`src/rtl/eeprom_bus_pkg.sv`:
```
// -----------------------------------------------------------------------------
// eeprom_bus_pkg
// Shared definitions for eeprom_bus_master: the controller state encoding,
// default timing/poll parameters and small decode helpers that map a state to
// the 28256 bus strobes it asserts.
// -----------------------------------------------------------------------------
package eeprom_bus_pkg;

  localparam int ADDR_W = 15;
  localparam int DATA_W = 8;

  // Default bus timing and polling limits.
  localparam int DEF_READ_WAIT   = 3;     // cycles with oe_n low before sampling
  localparam int DEF_WRITE_PULSE = 2;     // cycles with we_n low per write
  localparam int DEF_POLL_LIMIT  = 1000;  // data-poll reads per write before timeout

  typedef enum logic [2:0] {
    ST_IDLE,
    ST_RD_STROBE,
    ST_WR_SETUP,
    ST_WR_PULSE,
    ST_WR_HOLD,
    ST_POLL_STROBE,
    ST_POLL_GAP,
    ST_RESP
  } state_e;

  // Chip enable is active for every state that touches the device.
  function automatic logic ce_active(state_e s);
    return s inside {ST_RD_STROBE, ST_WR_SETUP, ST_WR_PULSE, ST_WR_HOLD,
                     ST_POLL_STROBE};
  endfunction

  // Output enable is active only while the device is being read.
  function automatic logic oe_active(state_e s);
    return s inside {ST_RD_STROBE, ST_POLL_STROBE};
  endfunction

  // Write enable is active only during the write pulse itself.
  function automatic logic we_active(state_e s);
    return s == ST_WR_PULSE;
  endfunction

  // The master owns the data bus from setup through hold of a write.
  function automatic logic drive_active(state_e s);
    return s inside {ST_WR_SETUP, ST_WR_PULSE, ST_WR_HOLD};
  endfunction

endpackage

```
`src/rtl/eeprom_bus_master.sv`:
```
// -----------------------------------------------------------------------------
// eeprom_bus_master
// Single-request bus master for a 28256-style parallel EEPROM. A request is
// accepted in IDLE, executed as a timed read strobe or as a write pulse
// followed by bit-7 data polling, and completed with a one-cycle response.
//
// Configuration macro: EEPROM_BUS_MASTER_WRITE_EN
//   defined   : full write path (setup / pulse / hold / data polling)
//   undefined : writes are accepted and answered with rsp_error=1 one cycle
//               later; mem_we_n stays high and mem_data is never driven.
//
// Ports
//   clock, reset         rising-edge clock, synchronous active-high reset
//   req_valid/req_ready  request handshake (ready only in IDLE)
//   req_write            1 = write, 0 = read
//   req_addr, req_wdata  byte address and write data, latched on acceptance
//   rsp_valid            one-cycle completion pulse
//   rsp_rdata            read data, or last polled byte of a write
//   rsp_error            write timeout or write path disabled
//   mem_addr, mem_data   device address and bidirectional data bus
//   mem_ce_n/oe_n/we_n   active-low device strobes (registered, glitch free)
// -----------------------------------------------------------------------------
module eeprom_bus_master
  import eeprom_bus_pkg::*;
#(
  parameter int READ_WAIT   = DEF_READ_WAIT,
  parameter int WRITE_PULSE = DEF_WRITE_PULSE,
  parameter int POLL_LIMIT  = DEF_POLL_LIMIT
) (
  input  logic              clock,
  input  logic              reset,
  input  logic              req_valid,
  output logic              req_ready,
  input  logic              req_write,
  input  logic [ADDR_W-1:0] req_addr,
  input  logic [DATA_W-1:0] req_wdata,
  output logic              rsp_valid,
  output logic [DATA_W-1:0] rsp_rdata,
  output logic              rsp_error,
  output logic [ADDR_W-1:0] mem_addr,
  inout  wire  [DATA_W-1:0] mem_data,
  output logic              mem_ce_n,
  output logic              mem_oe_n,
  output logic              mem_we_n
);

  // Shared strobe/pulse timer; holds remaining cycles minus one.
  localparam logic [3:0] RD_LOAD = 4'(READ_WAIT - 1);

  state_e              state_q, state_d;
  logic [3:0]          tmr_q, tmr_d;
  logic [ADDR_W-1:0]   addr_q, addr_d;
  logic [DATA_W-1:0]   rdata_q, rdata_d;
  logic                error_q, error_d;
  logic                ce_n_q, ce_n_d;
  logic                oe_n_q, oe_n_d;

`ifdef EEPROM_BUS_MASTER_WRITE_EN
  localparam int         PCW     = $clog2(POLL_LIMIT + 1);
  localparam logic [3:0] WR_LOAD = 4'(WRITE_PULSE - 1);

  logic [DATA_W-1:0]   wdata_q, wdata_d;
  logic [PCW-1:0]      poll_q, poll_d;
  logic                we_n_q, we_n_d;
  logic                drive_q, drive_d;
`endif

  // ---------------------------------------------------------------------------
  // Next-state and datapath logic
  // ---------------------------------------------------------------------------
  always_comb begin
    // NOTE: every variable gets a default before the case so no path leaves it
    // unassigned; a missing default here would infer a latch.
    state_d = state_q;
    tmr_d   = tmr_q;
    addr_d  = addr_q;
    rdata_d = rdata_q;
    error_d = error_q;
`ifdef EEPROM_BUS_MASTER_WRITE_EN
    wdata_d = wdata_q;
    poll_d  = poll_q;
`endif

    unique case (state_q)
      ST_IDLE: begin
        if (req_valid) begin
          addr_d  = req_addr;
          error_d = 1'b0;
          if (!req_write) begin
            state_d = ST_RD_STROBE;
            tmr_d   = RD_LOAD;
          end else begin
`ifdef EEPROM_BUS_MASTER_WRITE_EN
            wdata_d = req_wdata;
            poll_d  = '0;
            state_d = ST_WR_SETUP;
`else
            // Write path not built: refuse the write without touching the bus.
            rdata_d = '0;
            error_d = 1'b1;
            state_d = ST_RESP;
`endif
          end
        end
      end

      ST_RD_STROBE: begin
        if (tmr_q == 4'd0) begin
          rdata_d = mem_data;
          state_d = ST_RESP;
        end else begin
          tmr_d = tmr_q - 4'd1;
        end
      end

`ifdef EEPROM_BUS_MASTER_WRITE_EN
      ST_WR_SETUP: begin
        state_d = ST_WR_PULSE;
        tmr_d   = WR_LOAD;
      end

      ST_WR_PULSE: begin
        if (tmr_q == 4'd0) begin
          state_d = ST_WR_HOLD;
        end else begin
          tmr_d = tmr_q - 4'd1;
        end
      end

      ST_WR_HOLD: begin
        state_d = ST_POLL_STROBE;
        tmr_d   = RD_LOAD;
      end

      ST_POLL_STROBE: begin
        if (tmr_q == 4'd0) begin
          rdata_d = mem_data;
          poll_d  = poll_q + 1'b1;
          // While the internal write is in progress the device returns the
          // complement of the written bit 7.
          if (mem_data[7] == wdata_q[7]) begin
            state_d = ST_RESP;
          end else if (poll_q == PCW'(POLL_LIMIT - 1)) begin
            error_d = 1'b1;
            state_d = ST_RESP;
          end else begin
            state_d = ST_POLL_GAP;
          end
        end else begin
          tmr_d = tmr_q - 4'd1;
        end
      end

      ST_POLL_GAP: begin
        state_d = ST_POLL_STROBE;
        tmr_d   = RD_LOAD;
      end
`endif

      ST_RESP: state_d = ST_IDLE;

      default: state_d = ST_IDLE;
    endcase

    // Strobes are decoded from the next state and registered, so the bus pins
    // change exactly when the state does and never glitch.
    ce_n_d = !ce_active(state_d);
    oe_n_d = !oe_active(state_d);
`ifdef EEPROM_BUS_MASTER_WRITE_EN
    we_n_d  = !we_active(state_d);
    drive_d = drive_active(state_d);
`endif
  end

  // ---------------------------------------------------------------------------
  // State registers
  // ---------------------------------------------------------------------------
  always_ff @(posedge clock) begin
    // NOTE: non-blocking assignments keep every flop sampling the pre-edge
    // value of its neighbours, independent of statement order.
    if (reset) begin
      state_q <= ST_IDLE;
      tmr_q   <= '0;
      addr_q  <= '0;
      rdata_q <= '0;
      error_q <= 1'b0;
      ce_n_q  <= 1'b1;
      oe_n_q  <= 1'b1;
    end else begin
      state_q <= state_d;
      tmr_q   <= tmr_d;
      addr_q  <= addr_d;
      rdata_q <= rdata_d;
      error_q <= error_d;
      ce_n_q  <= ce_n_d;
      oe_n_q  <= oe_n_d;
    end
  end

`ifdef EEPROM_BUS_MASTER_WRITE_EN
  // Reset drops the write pulse and releases the bus on the very next edge.
  always_ff @(posedge clock) begin
    if (reset) begin
      wdata_q <= '0;
      poll_q  <= '0;
      we_n_q  <= 1'b1;
      drive_q <= 1'b0;
    end else begin
      wdata_q <= wdata_d;
      poll_q  <= poll_d;
      we_n_q  <= we_n_d;
      drive_q <= drive_d;
    end
  end

  assign mem_we_n = we_n_q;
  assign mem_data = drive_q ? wdata_q : {DATA_W{1'bz}};
`else
  assign mem_we_n = 1'b1;
  assign mem_data = {DATA_W{1'bz}};

  // Write data and write timing are meaningless without the write path.
  logic unused_write_cfg;
  assign unused_write_cfg = ^{req_wdata, WRITE_PULSE[0], POLL_LIMIT[0]};
`endif

  // ---------------------------------------------------------------------------
  // Outputs
  // ---------------------------------------------------------------------------
  assign req_ready = (state_q == ST_IDLE);
  assign rsp_valid = (state_q == ST_RESP);
  assign rsp_rdata = rdata_q;
  assign rsp_error = error_q;
  assign mem_addr  = addr_q;
  assign mem_ce_n  = ce_n_q;
  assign mem_oe_n  = oe_n_q;

endmodule

```
`config.mk`:
```
export PLATFORM = sky130hd
export DESIGN_NAME = eeprom_bus_master
export DESIGN_NICKNAME = d
export VERILOG_FILES = /design/src/rtl/eeprom_bus_pkg.sv /design/src/rtl/eeprom_bus_master.sv
export SDC_FILE = /design/constraint.sdc
export NUM_CORES = 1
export LEC_CHECK = 0
export ABC_CLOCK_PERIOD_IN_PS = 2150
export BUFFER_PORTS_ARGS = -buffer_cell sky130_fd_sc_hd__buf_4
export CAP_MARGIN = 20
export CELL_PAD_IN_SITES_DETAIL_PLACEMENT = 1
export CELL_PAD_IN_SITES_GLOBAL_PLACEMENT = 2
export CORE_UTILIZATION = 22
export DETAILED_ROUTE_END_ITERATION = 6
export HOLD_SLACK_MARGIN = 0.02
export PLACE_DENSITY = 0.86
export SLEW_MARGIN = 5
export SYNTH_ARGS = -nofsm -noshare
export SYNTH_HDL_FRONTEND = slang
export SYNTH_SLANG_ARGS = --single-unit
```
`constraint.sdc`:
```
create_clock -name clock -period 2.15 [get_ports clock]
set_input_delay 0.3225 -clock clock [delete_from_list [all_inputs] [get_ports clock]]
set_output_delay 0.3225 -clock clock [all_outputs]
set_load 0.03 [all_outputs]
```
== Word level (Yosys, flattened, before mapping) ==
Cells that the tools add are included.
Word-level totals
  register bits: 33
  bits of input ports: 27
Operators by class
  add/subtract/negate cells: 1
  equality and inequality tests: 12
  mux-type cells: 13
  reduce and logical (&&, ||, !) cells: 10
Operators with widths (number)
  $mux 8: 3
  $pmux 8 s2: 1
  $mux 4: 3
  $eq 3x3->1 const B: 3
  $mux 3: 3
  $ne 2x2->1 const B: 4
  $pmux 4 s2: 1
  $reduce_and 4->1: 2
  $eq 3x1->1 const B: 2
  $eq 3x2->1 const B: 2
  $pmux 3 s2: 1
  $reduce_bool 5->1: 1
  $logic_not 4->1: 1
  $reduce_bool 2->1: 2
  $sub 4x1->4 const B: 1
  $logic_not 3->1: 1
  $logic_not 1->1: 2
  $ne 2x1->1 const B: 1
  $reduce_and 2->1: 1
  $mux 1: 1

== Depth between registers and ports, before layout ==
Gate-level depths: netlist of the first run.
  word-level depth: 6
  mapped depth: 6
  mapped depth without buffers: 6

== Worst setup path after synthesis of the first run ==
OpenSTA, ideal clock, no wires.
  path type: register -> register
  start point: reg tmr_q[0]
  end point: reg tmr_q[3]
  setup time: 0.070 ns
  arrival time: 1.529 ns
  data required time: 2.080 ns
  setup slack: 0.551 ns
  cell stages (with the launch flop): 7
  path buffers: 0
  period minus slack after synthesis: 1.599 ns
  path through: dfxtp_1 > inv_1 > ha_1 > and4bb_4 > a211o_4 > or3_1 > a21oi_1
Between the ends
  cells in the longest elaborated chain, start to end: 3
  elaborated cells on any way between the ends: 6
  classes of those cells: 1 x add/sub; 1 x eq/ne; 2 x mux; 2 x reduce/logical
Ends and longest elaborated chain
  start: declaration: line eeprom_bus_master.sv:51  | logic [3:0] tmr_q, tmr_d;
  start signal: assignment: line eeprom_bus_master.sv:191  | tmr_q <= tmr_d;
  $sub 4x1->4 or $logic_not 4->1 (tied branches): line eeprom_bus_master.sv:112, eeprom_bus_master.sv:108
  $mux 4 or $ne 2x2->1 (tied branches)
  $pmux 4 s2 or $reduce_and 4->1 (tied branches)
Several ways; a longest one is shown, not always the timed one. The select of a mux whose other input is x is not followed.
A chain may end at the register's enable or synchronous reset.

== Worst setup path in the final report of the first run ==
Ends and elaborated chain as after synthesis.

==> results of run 1 <==
-- per-stage QoR --
stage	util [%]	total power, W
after CTS	30.1	0.00127
final	30.1	0.00125
after floorplan	-	0.000877
after global routing	30.1	0.00133
after global placement	29.1	0.000992
after detailed placement	29.1	0.000996
-- worst max-delay path: stages, from the launching register on --
cell and delay, ns:
sky130_fd_sc_hd__dfxtp_1 0.33, sky130_fd_sc_hd__inv_1 0.06, sky130_fd_sc_hd__ha_1 0.21, sky130_fd_sc_hd__and4bb_4 0.21, sky130_fd_sc_hd__a211o_4 0.34, sky130_fd_sc_hd__or3_1 0.35, sky130_fd_sc_hd__a21oi_1 0.14
-- cells in the final DEF (no fill, tap or decap), drive strengths merged --
cell / instances
a211o: 1
a211oi: 1
a21oi: 16
a22oi: 1
a31oi: 1
and3: 1
and4bb: 1
buf: 40
clkbuf: 3
clkinv: 1
conb: 17
dfxtp: 25
ha: 1
inv: 3
nand2: 33
nand3: 2
nor2: 10
nor3: 2
o211ai: 1
o21ai: 1
o21bai: 1
or2: 3
or2b: 2
or3: 2
xnor2: 1
-- power breakdown --
part           internal, W  switching [W]  total (W)
Sequential        0.000521      0.0000329   0.000554
Clock             0.000129       0.000140   0.000269
Combinational     0.000158       0.000267   0.000426
Total             0.000808       0.000440    0.00125
-- final cells by class --
type	count	area share, %
Clock buffer	3	2.91
Clock inverter	1	0.352
Inverter	3	0.793
Multi-Input combinational cell	98	33.7
Sequential cell	25	35.2
Tap cell	67	5.90
Timing Repair Buffer	40	21.1
-- flip-flops by register name, summed over array words and instances (netlist names) --
name	cells
mem_addr	15
mem_ce_n	1
mem_oe_n	1
rsp_error	1
state_q	3
tmr_q	4
-- worst paths after layout --
kind	depth (start not counted)	from	end
min reg2reg	2	mem_addr[0]	mem_addr[0]
max	6	tmr_q[0]	tmr_q[3]
max reg2reg	6	tmr_q[0]	tmr_q[3]
min	3	req_addr[9]	mem_addr[9]
-- kinds of logic (layout without fill, tap and decap cells) --
logic type	Yosys count	in the layout	share of synthesized area, %
adders and majority gates	1	1	1.16
xor gates and xnor gates	1	1	0.809
buffers and inverters	25	47	14.8
other	2	17	0.694
DFF	25	25	46.2
and+or+nand+nor	56	56	23.5
AOI/OAI and AO/OA	23	23	12.8
-- routing by layer --
layer,vias to the layer above,wire [um]
li1,467,-
met1,411,1040
met2,34,1190
met3,2,163
met4,0,15
met5,-,0
-- Yosys cell counts --
library cell	instances
sky130_fd_sc_hd__nor2_2	1
sky130_fd_sc_hd__a31oi_1	1
sky130_fd_sc_hd__a22oi_1	1
sky130_fd_sc_hd__or2b_1	2
sky130_fd_sc_hd__nor2_1	9
sky130_fd_sc_hd__a211o_4	1
sky130_fd_sc_hd__or3_1	1
sky130_fd_sc_hd__and3_1	1
sky130_fd_sc_hd__a21oi_1	16
sky130_fd_sc_hd__o21bai_1	1
sky130_fd_sc_hd__clkbuf_1	3
sky130_fd_sc_hd__buf_4	17
sky130_fd_sc_hd__or2_2	2
sky130_fd_sc_hd__o211ai_1	1
sky130_fd_sc_hd__inv_1	3
sky130_fd_sc_hd__or2_0	1
sky130_fd_sc_hd__nand3_1	2
sky130_fd_sc_hd__xnor2_1	1
sky130_fd_sc_hd__or3_2	1
sky130_fd_sc_hd__and4bb_4	1
sky130_fd_sc_hd__ha_1	1
sky130_fd_sc_hd__dfxtp_1	25
sky130_fd_sc_hd__o21ai_0	1
sky130_fd_sc_hd__conb_1	2
sky130_fd_sc_hd__nand2_1	33
sky130_fd_sc_hd__nor3_1	2
sky130_fd_sc_hd__buf_2	2
sky130_fd_sc_hd__a211oi_1	1
==> impl_metrics.xml, run 1 <==
<?xml version="1.0" encoding="UTF-8"?>
<metrics>
  <group name="outcome">
    <metric name="status" unit="">finished, final reports clean</metric>
  </group>
  <group name="grt">
    <metric name="global_route.overflow_total" unit="">0</metric>
    <metric name="grtUsageMet1" unit="%">11.1</metric>
    <metric name="grt_pass1_vias" unit="">850</metric>
    <metric name="use_met2" unit="%">16.7</metric>
    <metric name="grt_antenna_before_repair" unit="">0</metric>
    <metric name="grtUsageTotal" unit="%">9.41</metric>
    <metric name="grt_most_used_layer" unit="">met2</metric>
    <metric name="routing_usage_on_met3" unit="%">2.92</metric>
    <metric name="grt_start_max_net_pins" unit="">24</metric>
    <metric name="global_route_wire_length_before_repair" unit="um">3820</metric>
  </group>
  <group name="cts">
    <metric name="cts_setup_buffers" unit="">0</metric>
    <metric name="cts_hold_repair.buffers" unit="">0</metric>
    <metric name="clockRootBuffer" unit="">sky130_fd_sc_hd__clkbuf_8</metric>
    <metric name="worst_setup_hold_path_clk_slew" unit="ns">0.08</metric>
    <metric name="clock_sinks" unit="">25</metric>
    <metric name="cts_repair_resize_count" unit="">0</metric>
    <metric name="clock_latency" unit="ns">0.26</metric>
    <metric name="cts_inserted_buffers" unit="">3</metric>
    <metric name="cts_buffer_depth" unit="">2</metric>
    <metric name="tritoncts_clock_tree" unit="">yes</metric>
    <metric name="h-tree-depth" unit="">1</metric>
  </group>
  <group name="timing">
    <metric name="rsz0062_at_grt" unit="">false</metric>
    <metric name="fmax" unit="MHz">580</metric>
    <metric name="setup-tns-final" unit="ns">0</metric>
    <metric name="fin_hold_ws" unit="ns">0.298</metric>
    <metric name="final_min_period_over_clock_period" unit="%">80.2</metric>
    <metric name="worst_clock_skew" unit="ns">0.00354</metric>
    <metric name="post-route-worst-setup-slack" unit="ns">0.426</metric>
    <metric name="count_of_endpoints_failing_setup_in_the_final_report" unit="">0</metric>
    <metric name="timing_hold_violations_final" unit="">0</metric>
    <metric name="max_slew_violation_count" unit="">0</metric>
    <metric name="period_minus_slack" unit="ns">1.72</metric>
  </group>
  <group name="synth">
    <metric name="yosysWarningCount" unit="">0</metric>
    <metric name="synth_area_leader_cell" unit="">sky130_fd_sc_hd__dfxtp_1</metric>
    <metric name="area_of_the_mapped_netlist" unit="um2">1080</metric>
    <metric name="yosys_register_bits" unit="">25</metric>
    <metric name="synth_cells" unit="">133</metric>
    <metric name="netlist_top_cells_area" unit="">sky130_fd_sc_hd__dfxtp_1 (46%), sky130_fd_sc_hd__buf_4 (12%), sky130_fd_sc_hd__nand2_1 (11%)</metric>
    <metric name="synth-seq-area-share" unit="%">46.2</metric>
    <metric name="netlist.area_leader.share" unit="%">46.2</metric>
    <metric name="avgSynthCellArea" unit="um2">8.14</metric>
    <metric name="synthDistinctLibCells" unit="">28</metric>
  </group>
  <group name="worst_setup_path">
    <metric name="critical_path_required" unit="ns">2.35</metric>
    <metric name="critPathMaxFanout" unit="">6</metric>
    <metric name="setup.reg_to_reg.worst_slack" unit="ns">0.43</metric>
    <metric name="critical_path.startpoint_type" unit="">flip-flop</metric>
    <metric name="cp_data_arrival_time" unit="ns">1.92</metric>
    <metric name="worstSetupEndpointType" unit="">flip-flop</metric>
    <metric name="path_class" unit="">reg -&gt; reg</metric>
  </group>
  <group name="pwr">
    <metric name="power-per-cell-area" unit="nW/um2">879</metric>
    <metric name="static-leakage-power" unit="nW">0.630</metric>
    <metric name="power.ir.vdd_worst" unit="mV">0.351</metric>
  </group>
  <group name="layout">
    <metric name="final-seq-area" unit="um2">500</metric>
    <metric name="post_layout_inst_area" unit="um2">1420</metric>
    <metric name="syn2layout_area_growth" unit="%">31.2</metric>
    <metric name="nFillCells" unit="">587</metric>
    <metric name="drive_above_1_share" unit="%">29.4</metric>
    <metric name="multi_input_comb_area" unit="um2">478</metric>
    <metric name="layout.nets" unit="">199</metric>
    <metric name="n_antenna_cell" unit="">0</metric>
    <metric name="finish.cell_count_without_fillers" unit="">237</metric>
  </group>
  <group name="placement">
    <metric name="place.detailed.hpwl" unit="um">1800</metric>
    <metric name="gp_congestion" unit="">0.723</metric>
    <metric name="dp_worst_setup_slack" unit="ns">0.439</metric>
    <metric name="place.port_buffers" unit="">38</metric>
    <metric name="dp.cells" unit="">233</metric>
    <metric name="post_dp_cell_area" unit="um2">1370</metric>
  </group>
  <group name="min_path">
    <metric name="hold_path.class" unit="">in -&gt; reg</metric>
  </group>
  <group name="detailed_routing">
    <metric name="detail_route.iter0.violations" unit="">35</metric>
    <metric name="route.vias.total" unit="">914</metric>
    <metric name="drt_wl_total" unit="um">2420</metric>
    <metric name="route.detailed.drc" unit="">0</metric>
    <metric name="drt_pass_1_iters" unit="">3</metric>
    <metric name="vias_per_cell" unit="">3.86</metric>
    <metric name="detail_route.wl_per_cell" unit="um">10.2</metric>
    <metric name="drt.antenna.violating_nets" unit="">0</metric>
  </group>
  <group name="die">
    <metric name="die_h" unit="um">72.1</metric>
    <metric name="core.rowCount" unit="">25</metric>
    <metric name="ios" unit="">64</metric>
    <metric name="start_util" unit="%">22.9</metric>
    <metric name="area_of_the_die" unit="um2">5200</metric>
    <metric name="floorplan.core_area" unit="um2">4720</metric>
    <metric name="die_x" unit="um">72.1</metric>
  </group>
  <group name="run">
    <metric name="maxCapViolations" unit="">0</metric>
  </group>
</metrics>
Note: power is estimated with default switching activity, not from simulation.
==> run 2: changes to the inputs <==
- ABC_AREA: unset -> 1
- ABC_CLOCK_PERIOD_IN_PS: 2150 -> 1600
- PLACE_DENSITY: 0.86 -> 0.84
- clock period: 2.15 -> 1.6 ns (I/O delays scaled with it)
==> run 2 against run 1 <==
Setup slack got worse by 0.24 ns. Cell area rose by 6.1%. Global-route usage up 0.11 points. Area after synthesis is 8.4% higher. Sequential cell count is the same. Die area is 8.2% higher. Via count grew 10%. Critical path depth down 3. Synthesized cell count is 14% higher.
==> impl_metrics.xml, run 2 <==
<?xml version="1.0" encoding="UTF-8"?>
<metrics>
  <group name="detailed_routing">
    <metric name="detail_route.wl_per_cell" unit="um">9.83</metric>
    <metric name="detail_route.iter0.violations" unit="">20</metric>
    <metric name="route.vias.total" unit="">1005</metric>
    <metric name="drt.antenna.violating_nets" unit="">0</metric>
    <metric name="vias_per_cell" unit="">3.85</metric>
    <metric name="drt_wl_total" unit="um">2570</metric>
    <metric name="drt_pass_1_iters" unit="">4</metric>
    <metric name="route.detailed.drc" unit="">0</metric>
  </group>
  <group name="synth">
    <metric name="area_of_the_mapped_netlist" unit="um2">1170</metric>
    <metric name="synthDistinctLibCells" unit="">24</metric>
    <metric name="synth_compound_area_share" unit="%">11.9</metric>
    <metric name="synthXorXnorAreaFrac" unit="%">0</metric>
    <metric name="post_synth_top_flop" unit="">sky130_fd_sc_hd__dfxtp_1</metric>
    <metric name="synth-seq-area-share" unit="%">42.6</metric>
    <metric name="synth_cells" unit="">152</metric>
    <metric name="share_of_flip_flops_with_an_asynchronous_set_or_reset" unit="%">0</metric>
    <metric name="synth-simple-area-share" unit="%">25.6</metric>
    <metric name="cell_with_the_most_instances_after_synthesis" unit="">sky130_fd_sc_hd__nor2_1</metric>
    <metric name="avgSynthCellArea" unit="um2">7.72</metric>
    <metric name="synth_area_leader_cell" unit="">sky130_fd_sc_hd__dfxtp_1</metric>
    <metric name="netlist.area_leader.share" unit="%">42.6</metric>
    <metric name="yosysWarningCount" unit="">0</metric>
    <metric name="synth_top_family_by_area" unit="">simple AND/OR/NAND/NOR gates</metric>
    <metric name="netlist_top_cells_area" unit="">sky130_fd_sc_hd__dfxtp_1 (43%), sky130_fd_sc_hd__buf_4 (11%), sky130_fd_sc_hd__nor2_1 (9.6%)</metric>
    <metric name="yosys_register_bits" unit="">25</metric>
    <metric name="synth-edff-count" unit="">0</metric>
    <metric name="synth_adder_area_share" unit="%">1.07</metric>
    <metric name="yosys-mux-area-fraction" unit="%">0</metric>
    <metric name="synth_commonest_cells" unit="">sky130_fd_sc_hd__nor2_1 (30), sky130_fd_sc_hd__dfxtp_1 (25), sky130_fd_sc_hd__buf_4 (17)</metric>
  </group>
  <group name="cts">
    <metric name="clockRootBuffer" unit="">sky130_fd_sc_hd__clkbuf_8</metric>
    <metric name="cts_hold_repair.buffers" unit="">0</metric>
    <metric name="h-tree-depth" unit="">1</metric>
    <metric name="cts_buffer_depth" unit="">2</metric>
    <metric name="clock_sinks" unit="">25</metric>
    <metric name="cts_setup_buffers" unit="">0</metric>
    <metric name="cts_repair_resize_count" unit="">0</metric>
    <metric name="clock_latency" unit="ns">0.27</metric>
    <metric name="worst_setup_hold_path_clk_slew" unit="ns">0.09</metric>
    <metric name="tritoncts_clock_tree" unit="">yes</metric>
    <metric name="cts_inserted_buffers" unit="">3</metric>
  </group>
  <group name="die">
    <metric name="die_x" unit="um">75.0</metric>
    <metric name="die_h" unit="um">75.0</metric>
    <metric name="area_of_the_die" unit="um2">5630</metric>
    <metric name="core.rowCount" unit="">26</metric>
    <metric name="floorplan.core_area" unit="um2">5110</metric>
    <metric name="start_util" unit="%">23.0</metric>
    <metric name="ios" unit="">64</metric>
  </group>
  <group name="placement">
    <metric name="place.port_buffers" unit="">38</metric>
    <metric name="gp_congestion" unit="">0.769</metric>
    <metric name="dp_worst_setup_slack" unit="ns">0.198</metric>
    <metric name="place.detailed.hpwl" unit="um">1940</metric>
  </group>
  <group name="layout">
    <metric name="nFillCells" unit="">644</metric>
    <metric name="syn2layout_area_growth" unit="%">28.4</metric>
    <metric name="n_antenna_cell" unit="">0</metric>
    <metric name="layout.nets" unit="">220</metric>
    <metric name="drive_above_1_share" unit="%">33.0</metric>
    <metric name="layout.cells.most_common" unit="">sky130_fd_sc_hd__buf_4</metric>
    <metric name="mostFrequentLayoutCells" unit="">sky130_fd_sc_hd__buf_4 (40), sky130_fd_sc_hd__nor2_1 (30), sky130_fd_sc_hd__dfxtp_1 (25), sky130_fd_sc_hd__conb_1 (17), sky130_fd_sc_hd__nand2_1 (16)</metric>
    <metric name="largest_register_ffs" unit="">15</metric>
  </group>
  <group name="worst_setup_path">
    <metric name="path_class" unit="">reg -&gt; out</metric>
    <metric name="worstSetupEndpointType" unit="">output port</metric>
    <metric name="critPathMaxFanout" unit="">6</metric>
    <metric name="critical_path_required" unit="ns">1.36</metric>
    <metric name="critical_path.startpoint_type" unit="">flip-flop</metric>
    <metric name="cp_data_arrival_time" unit="ns">1.17</metric>
  </group>
  <group name="grt">
    <metric name="global_route_wire_length_before_repair" unit="um">4050</metric>
    <metric name="grt_start_max_net_pins" unit="">19</metric>
    <metric name="global_route.overflow_total" unit="">0</metric>
    <metric name="grtUsageTotal" unit="%">9.52</metric>
    <metric name="grt_pass1_vias" unit="">867</metric>
    <metric name="grt_antenna_before_repair" unit="">0</metric>
  </group>
  <group name="run">
    <metric name="maxCapViolations" unit="">0</metric>
  </group>
  <group name="pwr">
    <metric name="power.ir.vdd_worst" unit="mV">0.491</metric>
    <metric name="power-per-cell-area" unit="nW/um2">1240</metric>
    <metric name="static-leakage-power" unit="nW">0.727</metric>
    <metric name="fin_total_pwr" unit="W">0.00187</metric>
  </group>
  <group name="timing">
    <metric name="rsz0062_at_grt" unit="">false</metric>
    <metric name="fmax" unit="MHz">708</metric>
    <metric name="post-route-worst-setup-slack" unit="ns">0.188</metric>
    <metric name="final_min_period_over_clock_period" unit="%">88.2</metric>
    <metric name="worst_clock_skew" unit="ns">0.00509</metric>
    <metric name="max_slew_violation_count" unit="">0</metric>
    <metric name="timing_hold_violations_final" unit="">0</metric>
    <metric name="count_of_endpoints_failing_setup_in_the_final_report" unit="">0</metric>
    <metric name="setup-tns-final" unit="ns">0</metric>
    <metric name="period_minus_slack" unit="ns">1.41</metric>
  </group>
  <group name="outcome">
    <metric name="status" unit="">finished, final reports clean</metric>
  </group>
  <group name="min_path">
    <metric name="hold_path.class" unit="">in -&gt; reg</metric>
  </group>
</metrics>
==> run 2: cell count changes after synthesis, sizes merged, moves of 2 or more <==
cell	before	now
nor2	10	41
o21ai	1	17
nand2	33	18
inv	3	14
a21oi	16	8
or2	3	0
clkbuf	3	1
nand4	0	2
or2b	2	0
or3	2	0
==> run 2: critical path, stage by stage, from the launching register on <==
cell                      delay, ns
sky130_fd_sc_hd__dfxtp_1       0.47
sky130_fd_sc_hd__inv_1         0.09
sky130_fd_sc_hd__nor3_1        0.17
sky130_fd_sc_hd__buf_4         0.18
==> run 2: kinds of logic after synthesis <==
group | after synthesis
compound gates | 26
other cells | 2
fa+ha+maj | 1
flops | 25
simple gates | 64
buf+inv | 34
==> run 2: cell type report <==
| cell class | instances | area [um2] | share of cell area, % |
|---|---|---|---|
| Multi-Input combinational cell | 108 | 517 | 34.3 |
| Clock buffer | 3 | 41.3 | 2.74 |
| Tap cell | 70 | 87.6 | 5.81 |
| Clock inverter | 1 | 5.00 | 0.332 |
| Inverter | 14 | 55.1 | 3.65 |
| Timing Repair Buffer | 40 | 300 | 19.9 |
| Sequential cell | 25 | 500 | 33.2 |
==> run 2: worst paths after layout <==
check                                start    endpoint  cells after the start  slack (ns)
worst max-delay path            state_q[0]   rsp_valid                      3        0.19
worst min-delay path                 reset  state_q[0]                      2        0.17
worst max register to register    tmr_q[0]    tmr_q[3]                      8        0.22
worst min register to register   rsp_error   rsp_error                      2        0.47
==> run 2: through the flow <==
step	cells	utilization (%)	hold WS, ns	instance area (um2)
2_1_floorplan	167	-	0.302	1230
3_3_place_gp	257	28.6	0.451	1460
3_5_place_dp	257	28.6	0.457	1460
4_1_cts	261	29.5	0.170	1510
5_1_grt	261	29.5	0.166	1510
6_report	261	29.5	0.174	1510
==> run 2: per-layer routing <==
layer | track usage (%) | routed length, um
met2 | 15.2 | 1230
met3 | 2.95 | 156
met5 | 0 | 0
met1 | 12.2 | 1160
met4 | 3.14 | 19
==> run 2: where the power goes <==
| part | switching (W) | total [W] | internal [W] |
|---|---|---|---|
| Clock | 0.000202 | 0.000376 | 0.000174 |
| Sequential | 0.0000522 | 0.000772 | 0.000719 |
| Combinational | 0.000480 | 0.000721 | 0.000241 |
| Total | 0.000735 | 0.00187 | 0.00113 |
